===== src/rtl/id_ex_stage_if.sv =====
// ID-to-EX bus for id_ex_stage: decoded ID inputs, branch/stall controls and EX outputs.
// The optional counter outputs exist only when HAZARD_CNT_EN is defined.
interface id_ex_stage_if #(
  parameter int DW = 32,
  parameter int RW = 5
);
  logic          id_valid;
  logic [5:0]    id_op;
  logic [5:0]    id_func;
  logic [4:0]    id_shamt;
  logic [RW-1:0] id_rs_num;
  logic [RW-1:0] id_rt_num;
  logic [RW-1:0] id_rd_num;
  logic [DW-1:0] id_rs_val;
  logic [DW-1:0] id_rt_val;
  logic [15:0]   id_imm;
  logic          flush;
  logic          ex_hold;
  logic          id_stall;
  logic          ex_valid;
  logic [5:0]    ex_op;
  logic [5:0]    ex_func;
  logic [4:0]    ex_shamt;
  logic [DW-1:0] ex_in1;
  logic [DW-1:0] ex_in2;
  logic [DW-1:0] ex_store_val;
  logic [RW-1:0] ex_dest;
  logic          ex_regwrite;
  logic          ex_memread;
  logic          ex_memwrite;
  logic          ex_illegal;
`ifdef HAZARD_CNT_EN
  logic [15:0]   bubble_cnt;
  logic [15:0]   flush_cnt;
`endif

  modport slave (
    input  id_valid, id_op, id_func, id_shamt, id_rs_num, id_rt_num, id_rd_num,
           id_rs_val, id_rt_val, id_imm, flush, ex_hold,
    output id_stall, ex_valid, ex_op, ex_func, ex_shamt, ex_in1, ex_in2,
           ex_store_val, ex_dest, ex_regwrite, ex_memread, ex_memwrite, ex_illegal
`ifdef HAZARD_CNT_EN
    , output bubble_cnt, flush_cnt
`endif
  );

  modport master (
    output id_valid, id_op, id_func, id_shamt, id_rs_num, id_rt_num, id_rd_num,
           id_rs_val, id_rt_val, id_imm, flush, ex_hold,
    input  id_stall, ex_valid, ex_op, ex_func, ex_shamt, ex_in1, ex_in2,
           ex_store_val, ex_dest, ex_regwrite, ex_memread, ex_memwrite, ex_illegal
`ifdef HAZARD_CNT_EN
    , input bubble_cnt, flush_cnt
`endif
  );
endinterface


===== src/rtl/id_ex_stage.sv =====
// ID/EX pipeline register: decodes operands and EX/MEM control, inserts a bubble on load-use.
// Optional HAZARD_CNT_EN adds saturating bubble_cnt / flush_cnt counters.
module id_ex_stage #(
  parameter int DW = 32,
  parameter int RW = 5
) (
  input  logic         clk,
  input  logic         rst,
  id_ex_stage_if.slave bus
);
  typedef struct packed {
    logic          valid;
    logic [5:0]    op;
    logic [5:0]    func;
    logic [4:0]    shamt;
    logic [DW-1:0] in1;
    logic [DW-1:0] in2;
    logic [DW-1:0] store_val;
    logic [RW-1:0] dest;
    logic          regwrite;
    logic          memread;
    logic          memwrite;
    logic          illegal;
  } ex_t;

  ex_t           r_ex;
  ex_t           w_dec;
  logic          w_is_r;
  logic          w_is_addi;
  logic          w_is_load;
  logic          w_is_sw;
  logic          w_r_ok;
  logic          w_legal;
  logic          w_hazard;
  logic [DW-1:0] w_sext;

  assign w_is_r    = (bus.id_op == 6'h00);
  assign w_is_addi = (bus.id_op == 6'h08);
  assign w_is_load = (bus.id_op == 6'h23) || (bus.id_op == 6'h21) || (bus.id_op == 6'h25);
  assign w_is_sw   = (bus.id_op == 6'h2B);
  assign w_sext    = {{(DW-16){bus.id_imm[15]}}, bus.id_imm};

  always_comb begin
    w_r_ok = 1'b0;
    case (bus.id_func)
      6'h20, 6'h22, 6'h24, 6'h25, 6'h2A, 6'h2B, 6'h00, 6'h02: w_r_ok = 1'b1;
      default: w_r_ok = 1'b0;
    endcase
  end

  assign w_legal = (w_is_r && w_r_ok) || w_is_addi || w_is_load || w_is_sw;

  always_comb begin
    w_dec = '0;
    if (bus.id_valid) begin
      w_dec.valid     = 1'b1;
      w_dec.op        = bus.id_op;
      w_dec.func      = bus.id_func;
      w_dec.shamt     = bus.id_shamt;
      w_dec.in1       = bus.id_rs_val;
      w_dec.in2       = w_is_r ? bus.id_rt_val : w_sext;
      w_dec.store_val = bus.id_rt_val;
      w_dec.dest      = w_is_r ? bus.id_rd_num : bus.id_rt_num;
      w_dec.illegal   = !w_legal;
      // Writes to $0 are discarded, so never advertise them downstream.
      w_dec.regwrite  = w_legal && (w_is_r || w_is_addi || w_is_load) && (w_dec.dest != '0);
      w_dec.memread   = w_legal && w_is_load;
      w_dec.memwrite  = w_legal && w_is_sw;
    end
  end

  // rt is only a true source for R-type and sw; for I-type loads/addi it is the destination.
  assign w_hazard = r_ex.valid && r_ex.memread && (r_ex.dest != '0) && bus.id_valid &&
                    ((r_ex.dest == bus.id_rs_num) ||
                     ((r_ex.dest == bus.id_rt_num) && (w_is_r || w_is_sw)));

  assign bus.id_stall = !bus.flush && (w_hazard || bus.ex_hold);

  always_ff @(posedge clk or posedge rst) begin
    if (rst)               r_ex <= '0;
    else if (bus.flush)    r_ex <= '0;
    else if (bus.ex_hold)  r_ex <= r_ex;
    else if (w_hazard)     r_ex <= '0;
    else                   r_ex <= w_dec;
  end

  assign bus.ex_valid     = r_ex.valid;
  assign bus.ex_op        = r_ex.op;
  assign bus.ex_func      = r_ex.func;
  assign bus.ex_shamt     = r_ex.shamt;
  assign bus.ex_in1       = r_ex.in1;
  assign bus.ex_in2       = r_ex.in2;
  assign bus.ex_store_val = r_ex.store_val;
  assign bus.ex_dest      = r_ex.dest;
  assign bus.ex_regwrite  = r_ex.regwrite;
  assign bus.ex_memread   = r_ex.memread;
  assign bus.ex_memwrite  = r_ex.memwrite;
  assign bus.ex_illegal   = r_ex.illegal;

`ifdef HAZARD_CNT_EN
  logic [15:0] r_bubble_cnt;
  logic [15:0] r_flush_cnt;

  always_ff @(posedge clk or posedge rst) begin
    if (rst) begin
      r_bubble_cnt <= '0;
      r_flush_cnt  <= '0;
    end else begin
      if (bus.flush && (r_flush_cnt != 16'hFFFF))
        r_flush_cnt <= r_flush_cnt + 16'd1;
      // Count only bubbles actually inserted by the hazard, not those masked by flush/hold.
      if (!bus.flush && !bus.ex_hold && w_hazard && (r_bubble_cnt != 16'hFFFF))
        r_bubble_cnt <= r_bubble_cnt + 16'd1;
    end
  end

  assign bus.bubble_cnt = r_bubble_cnt;
  assign bus.flush_cnt  = r_flush_cnt;
`endif
endmodule


===== src/flat_wrapper.sv =====
// flat-port wrapper written by rule: the top's interface ports become plain ports
module id_ex_stage_flat 
#(
  parameter int DW = 32,
  parameter int RW = 5
)
  (clk, rst, bus_id_valid, bus_id_op, bus_id_func, bus_id_shamt, bus_id_rs_num, bus_id_rt_num, bus_id_rd_num, bus_id_rs_val, bus_id_rt_val, bus_id_imm, bus_flush, bus_ex_hold, bus_id_stall, bus_ex_valid, bus_ex_op, bus_ex_func, bus_ex_shamt, bus_ex_in1, bus_ex_in2, bus_ex_store_val, bus_ex_dest, bus_ex_regwrite, bus_ex_memread, bus_ex_memwrite, bus_ex_illegal);
  id_ex_stage_if #(.DW(DW), .RW(RW)) bus_i ();
  input  logic clk;
  input  logic rst;
  input wire logic [$bits(bus_i.id_valid)-1:0] bus_id_valid;
  input wire logic [$bits(bus_i.id_op)-1:0] bus_id_op;
  input wire logic [$bits(bus_i.id_func)-1:0] bus_id_func;
  input wire logic [$bits(bus_i.id_shamt)-1:0] bus_id_shamt;
  input wire logic [$bits(bus_i.id_rs_num)-1:0] bus_id_rs_num;
  input wire logic [$bits(bus_i.id_rt_num)-1:0] bus_id_rt_num;
  input wire logic [$bits(bus_i.id_rd_num)-1:0] bus_id_rd_num;
  input wire logic [$bits(bus_i.id_rs_val)-1:0] bus_id_rs_val;
  input wire logic [$bits(bus_i.id_rt_val)-1:0] bus_id_rt_val;
  input wire logic [$bits(bus_i.id_imm)-1:0] bus_id_imm;
  input wire logic [$bits(bus_i.flush)-1:0] bus_flush;
  input wire logic [$bits(bus_i.ex_hold)-1:0] bus_ex_hold;
  output wire logic [$bits(bus_i.id_stall)-1:0] bus_id_stall;
  output wire logic [$bits(bus_i.ex_valid)-1:0] bus_ex_valid;
  output wire logic [$bits(bus_i.ex_op)-1:0] bus_ex_op;
  output wire logic [$bits(bus_i.ex_func)-1:0] bus_ex_func;
  output wire logic [$bits(bus_i.ex_shamt)-1:0] bus_ex_shamt;
  output wire logic [$bits(bus_i.ex_in1)-1:0] bus_ex_in1;
  output wire logic [$bits(bus_i.ex_in2)-1:0] bus_ex_in2;
  output wire logic [$bits(bus_i.ex_store_val)-1:0] bus_ex_store_val;
  output wire logic [$bits(bus_i.ex_dest)-1:0] bus_ex_dest;
  output wire logic [$bits(bus_i.ex_regwrite)-1:0] bus_ex_regwrite;
  output wire logic [$bits(bus_i.ex_memread)-1:0] bus_ex_memread;
  output wire logic [$bits(bus_i.ex_memwrite)-1:0] bus_ex_memwrite;
  output wire logic [$bits(bus_i.ex_illegal)-1:0] bus_ex_illegal;
  assign bus_i.id_valid = bus_id_valid;
  assign bus_i.id_op = bus_id_op;
  assign bus_i.id_func = bus_id_func;
  assign bus_i.id_shamt = bus_id_shamt;
  assign bus_i.id_rs_num = bus_id_rs_num;
  assign bus_i.id_rt_num = bus_id_rt_num;
  assign bus_i.id_rd_num = bus_id_rd_num;
  assign bus_i.id_rs_val = bus_id_rs_val;
  assign bus_i.id_rt_val = bus_id_rt_val;
  assign bus_i.id_imm = bus_id_imm;
  assign bus_i.flush = bus_flush;
  assign bus_i.ex_hold = bus_ex_hold;
  assign bus_id_stall = bus_i.id_stall;
  assign bus_ex_valid = bus_i.ex_valid;
  assign bus_ex_op = bus_i.ex_op;
  assign bus_ex_func = bus_i.ex_func;
  assign bus_ex_shamt = bus_i.ex_shamt;
  assign bus_ex_in1 = bus_i.ex_in1;
  assign bus_ex_in2 = bus_i.ex_in2;
  assign bus_ex_store_val = bus_i.ex_store_val;
  assign bus_ex_dest = bus_i.ex_dest;
  assign bus_ex_regwrite = bus_i.ex_regwrite;
  assign bus_ex_memread = bus_i.ex_memread;
  assign bus_ex_memwrite = bus_i.ex_memwrite;
  assign bus_ex_illegal = bus_i.ex_illegal;
  id_ex_stage #(.DW(DW), .RW(RW)) u_core (.clk(clk), .rst(rst), .bus(bus_i));
endmodule

===== config.mk =====
export PLATFORM = sky130hd
export DESIGN_NAME = id_ex_stage_flat
export DESIGN_NICKNAME = d
export VERILOG_FILES = /design/src/rtl/id_ex_stage_if.sv /design/src/rtl/id_ex_stage.sv /design/src/flat_wrapper.sv
export SDC_FILE = /design/constraint.sdc
export NUM_CORES = 1
export LEC_CHECK = 0
export ABC_AREA = 1
export CAP_MARGIN = 20
export CORE_ASPECT_RATIO = 0.8
export CORE_MARGIN = 10
export CORE_UTILIZATION = 39
export DETAILED_ROUTE_END_ITERATION = 8
export PLACE_DENSITY = 0.84
export RECOVER_POWER = 50
export SYNTH_ARGS = -nofsm -noshare
export SYNTH_HDL_FRONTEND = slang
export SYNTH_SLANG_ARGS = --single-unit

===== constraint.sdc =====
create_clock -name clk -period 3.5 [get_ports clk]
set_clock_uncertainty 0.05 [all_clocks]
set_input_delay 0.35 -clock clk [delete_from_list [all_inputs] [get_ports clk]]
set_output_delay 0.35 -clock clk [all_outputs]
set_load 0.02 [all_outputs]

; Word level (Yosys, flattened, before mapping)
; Index checks and enable logic that the tools add are counted.
[word_totals]
register_bits = 123
inputBits = 117
word_cells = 62
[op_classes]
n_eq_ne = 15
n_mux = 7
reduce_logical = 28
[ops]
columns = cell, n
row1 = $mux W123, 4
row2 = $eq A6 B6 Y1 const B, 10
row3 = $mux W32, 1
row4 = $logic_not A6 Y1, 2
row5 = $logic_and A1 B1 Y1, 11
row6 = $eq A5 B5 Y1, 2
row7 = $logic_or A1 B1 Y1, 10
row8 = $reduce_bool A5 Y1, 2
row9 = $reduce_or A8 Y1, 1
row10 = $eq A6 B2 Y1 const B, 1
row11 = $eq A6 B4 Y1 const B, 1
row12 = $mux W5, 1
row13 = $logic_not A1 Y1, 2
row14 = $ne A2 B2 Y1 const B, 1
row15 = $mux W1, 1

; Longest topological paths before layout
[logic_depth]
word_depth = 13
mapped_depth = 11
mapped_depth_nobuf = 10

; Worst setup path before layout
; No wires, ideal clock.
[synth_timing]
kind = flip-flop to output port
startpoint = register u_core.r_ex (netlist bit u_core.bus.ex_dest[1])
endpoint = output port bus_id_stall
arrival_ps = 1737
required_time_ps = 3100
setup_slack_ps = 1363
stages_incl_launch_ff = 8
n_path_buf = 1
cell_sequence = dfrtp_1 -> xor2_1 -> nor2_1 -> nand2_1 -> o21ai_2 -> nand2_2 -> buf_2 -> o21ai_0
[synth_between]
elab_chain_cells = 6
word_cells_on_any_way = 10
classes_between = 2 x eq/ne / 8 x reduce/logical
[synth_rtl]
columns = item, line_no
row1 = from (decl), id_ex_stage.sv:26  ; ex_t r_ex;
row2 = from (signal assigned), id_ex_stage.sv:82  ; else if (bus.ex_hold) r_ex <= r_ex;
row3 = from (signal assigned), id_ex_stage.sv:84  ; else r_ex <= w_dec;
row4 = $eq A5 B5 Y1 / $reduce_bool A5 Y1 (equally long branches), "id_ex_stage.sv:75, id_ex_stage.sv:73"
row5 = $logic_and A1 B1 Y1 (on tied branches), "id_ex_stage.sv:75, id_ex_stage.sv:73"
row6 = $logic_or A1 B1 Y1 / $logic_and A1 B1 Y1 (equally long branches), "id_ex_stage.sv:74, id_ex_stage.sv:73"
row7 = $logic_and A1 B1 Y1 *, id_ex_stage.sv:73  ; assign w_hazard = r_ex.valid && r_ex.memread && (r_ex.dest != '0) && bus.id_valid &&
row8 = $logic_or A1 B1 Y1 *, id_ex_stage.sv:77  ; assign bus.id_stall = !bus.flush && (w_hazard || bus.ex_hold);
row9 = $logic_and A1 B1 Y1 *, id_ex_stage.sv:77
row10 = to (decl), flat_wrapper.sv:23  ; output wire logic [$bits(bus_i.id_stall)-1:0] bus_id_stall;
; Mark *: on every way between the ends. The rest lies on a longest branch, timed or not.

; Worst setup path after layout
[layout_timing]
startpoint = register u_core.r_ex (netlist bit u_core.bus.ex_dest[2])
endpoint = output port bus_id_stall
; The elaborated chain is that of the path after synthesis.

==> metrics.yaml <==
grt:
  grt_pass1_vias: 5989
  grt_max_degree: 124
  grt_first_pass_wirelength_mm: 33.46
  grt_overflow: 0
  antenna_found_initial: 0
  grt_usage_pct: 20.94
route:
  vias: 5942
  drt-total-wl_mm: 21.31
  firstDrtPassIters: 6
  ant_nets: 0
  vias_per_cell: 5.217
  drc: 0
  wl_per_cell_um: 18.71
  drt_iter0_markers: 471
clock_network:
  path_clk_slew_ns: 0.05
  cts_tree: "done"
  htreeDepth: 4
  cts_buffers: 17
  clk_latency_ns: 0.40
  cts-resized-gates: 0
  cts_root_buf: "clkbuf_16"
  clock_sinks: 123
  hold_buffers: 0
  cts_buffer_depth: 2
  cts_setup_buffers: 0
placement:
  gp_congestion: 0.8603
  dp_cells: 1108
  port_buffers: 240
  hpwl_mm: 14.73
timing:
  worst_pin_slew_ns: 1.693
  report.final.setup_viol: 0
  slew_viol_final: 124
  rsz0062_at_grt: "false"
  finalCritPeriodShare_pct: 80.70
  fin_crit_ns: 2.825
  hold_violations: 0
  timing.fmax_mhz: 354.0
  setup-tns-final_ns: 0
  slew-limit-headroom_pct: -12.84
yosys:
  ys_seq_area_share_pct: 53.35
  syn-cell-area_mm2: 0.005769
  synth_ff_type: "dfrtp_1"
  yosysUniqueCellTypes: 18
  synth_seq_cells: 123
  synth_fp_nets: 846
  async_flop_share_pct: 100.0
  ys_top_cells_by_area: "dfrtp_1 (53%), nand2_1 (23%), nand4_1 (13%), inv_1 (1.7%), clkbuf_1 (1.6%)"
  synth_edf_count: 0
  synthTopCellsByCount: "nand2_1 (350), dfrtp_1 (123), nand4_1 (119)"
  syn_area_per_cell_um2: 7.914
  synth_top_area_share_pct: 53.35
  synth.most_common_cell: "nand2_1"
  ys_warn_count: 0
  syn_inst: 729
  synth_top_area_cell: "dfrtp_1"
setup_path:
  slowest_delay_ns: 0.65
  critPathBufInv: 2
  cp_top_family: "buffers and inverters"
  cp_slowest_cell: "clkdlybuf4s50_1"
  path_class: "flop to output pin"
  cp.arrival_ns: 2.42
  path_max_fanout: 5
  cp.required_ns: 3.10
  path_cells: "inv_1 -> nand2_1 -> nand2_1 -> nor2_1 -> nand3_1 -> o21ai_2 -> nand2_4 -> o21ai_0 -> clkdlybuf4s50_1"
  cp-end-kind: "output pin"
  cp-start-kind: "flop"
  crit_top_cell: "nand2_1"
power_and_ir_drop:
  seq_power_share_pct: 39.8
  pwr-share-comb_pct: 14.3
  p_int_mw: 2.873
  ir_drop_v: 0.0003206
  netSwitchingFraction_pct: 24.40
  clkPwrFrac_pct: 45.9
  power_density_mw_per_mm2: 428.5
  p_leak_nw: 4.624
  power.switching_uw: 927.3
die:
  ios: 241
  die_h_um: 128.8
  core_mm2: 0.01440
  dieArea_mm2: 0.02009
  initial_utilization_pct: 40.08
  rows: 39
  die_w_um: 156.0
finish:
  fin_cells: 1139
  fin_nets: 1060
  area_delta_synth_final_pct: 53.70
  drive_above_1_share_pct: 4.712
  n_antenna_cell: 0
run:
  maxCapViolCount: 1
hold_path:
  hold_class: "flop to flop"
status:
  status: "complete, but fails checks"
  violations: "max-capacitance violations, max-slew violations"
## final timing paths
check	from	endpoint	slack, ns	depth (start not counted)
max	u_core.bus.ex_dest[2]	bus_id_stall	0.68	9
min	u_core.bus.ex_in2[9]	u_core.bus.ex_in2[9]	0.42	2
max reg2reg	u_core.bus.ex_dest[2]	u_core.bus.ex_dest[2]	1.38	10
min reg2reg	u_core.bus.ex_in2[9]	u_core.bus.ex_in2[9]	0.42	2
max in group asynchronous	rst	u_core.bus.ex_illegal	1.32	3
min in group asynchronous	rst	u_core.bus.ex_in1[15]	1.01	3
## logic make-up (layout without fill, tap and decap cells)
kind of cell / count (synthesis) / count (layout) / synth area share (%)
buf+inv: 83 / 309 / 6.116
flops: 123 / 123 / 53.35
compound gates: 15 / 15 / 1.388
xor+xnor: 8 / 8 / 1.214
simple gates: 500 / 500 / 37.93
## flip-flops by register name (all words and copies together) (netlist names)
register,flops
u_core.bus.ex_store_val,32
u_core.bus.ex_in1,32
u_core.bus.ex_shamt,5
u_core.bus.ex_memread,1
u_core.bus.ex_op,6
u_core.bus.ex_dest,5
u_core.bus.ex_illegal,1
u_core.bus.ex_valid,1
u_core.bus.ex_regwrite,1
u_core.bus.ex_memwrite,1
u_core.bus.ex_func,6
u_core.bus.ex_in2,32
## metal layers
layer / vias to the layer above / track usage [%] / share of wire [%]
met5: - / 0 / 0
met2: 310 / 31.76 / 45
met1: 2764 / 26.26 / 42
li1: 2840 / - / -
met4: 0 / 6.984 / 1.8
met3: 28 / 9.191 / 11
## worst reg2reg max path, cell delays in order, from the launching register on
cell,delay (ns)
dfrtp_1,0.47
inv_1,0.15
nand2_1,0.07
nand2_1,0.06
nor2_1,0.05
nand3_1,0.14
o21ai_2,0.10
nand2_4,0.08
buf_12,0.40
nand2_1,0.25
o21ai_0,0.21
## stage by stage
step                      util (%)  setup WS, ns  power [mW]  cell area (um^2)  hold WS, ns
after global routing         61.60        0.5520       3.953              8867       0.4391
after global placement       57.63        0.7624       2.089              8295       0.4106
after detailed placement     57.63        0.6974       2.095              8295       0.4145
final                        61.60        0.6755       3.800              8867       0.4200
after floorplan                  -         1.363       1.769              5773       0.4442
after CTS                    61.69        0.6653       3.856              8880       0.4293
## power by group through the flow
stage               combinational, mW  clock, mW  sequential (mW)
global route                    0.592       1.84             1.52
floorplan                       0.170          0             1.60
CTS                             0.563       1.78             1.51
detailed placement              0.560          0             1.53
global placement                0.555          0             1.53
finish                          0.545       1.74             1.51
## area by class of cell
class | instances | area (um^2)
Sequential cell | 123 | 3078
Clock inverter | 9 | 120.1
Clock buffer | 22 | 464.2
Timing Repair Buffer | 251 | 2510
Multi-Input combinational cell | 523 | 2359
Fill cell | 1211 | 5528
Inverter | 27 | 106.4
Tap cell | 184 | 230.2
## cells in the final DEF (no fill, tap or decap), types with 7 or more instances in the layout
master | synthesis | final
inv_1 | 26 | 25
o21ai_0 | 11 | 11
nor2_1 | 21 | 19
nand4_1 | 119 | 119
dlygate4sd3_1 | 0 | 63
buf_4 | 0 | 8
clkinv_2 | 0 | 7
clkdlybuf4s50_1 | 0 | 177
nand2_1 | 350 | 350
dfrtp_1 | 123 | 123
nand3_1 | 9 | 9
clkbuf_16 | 0 | 17
(Power assumes the default switching activity.)
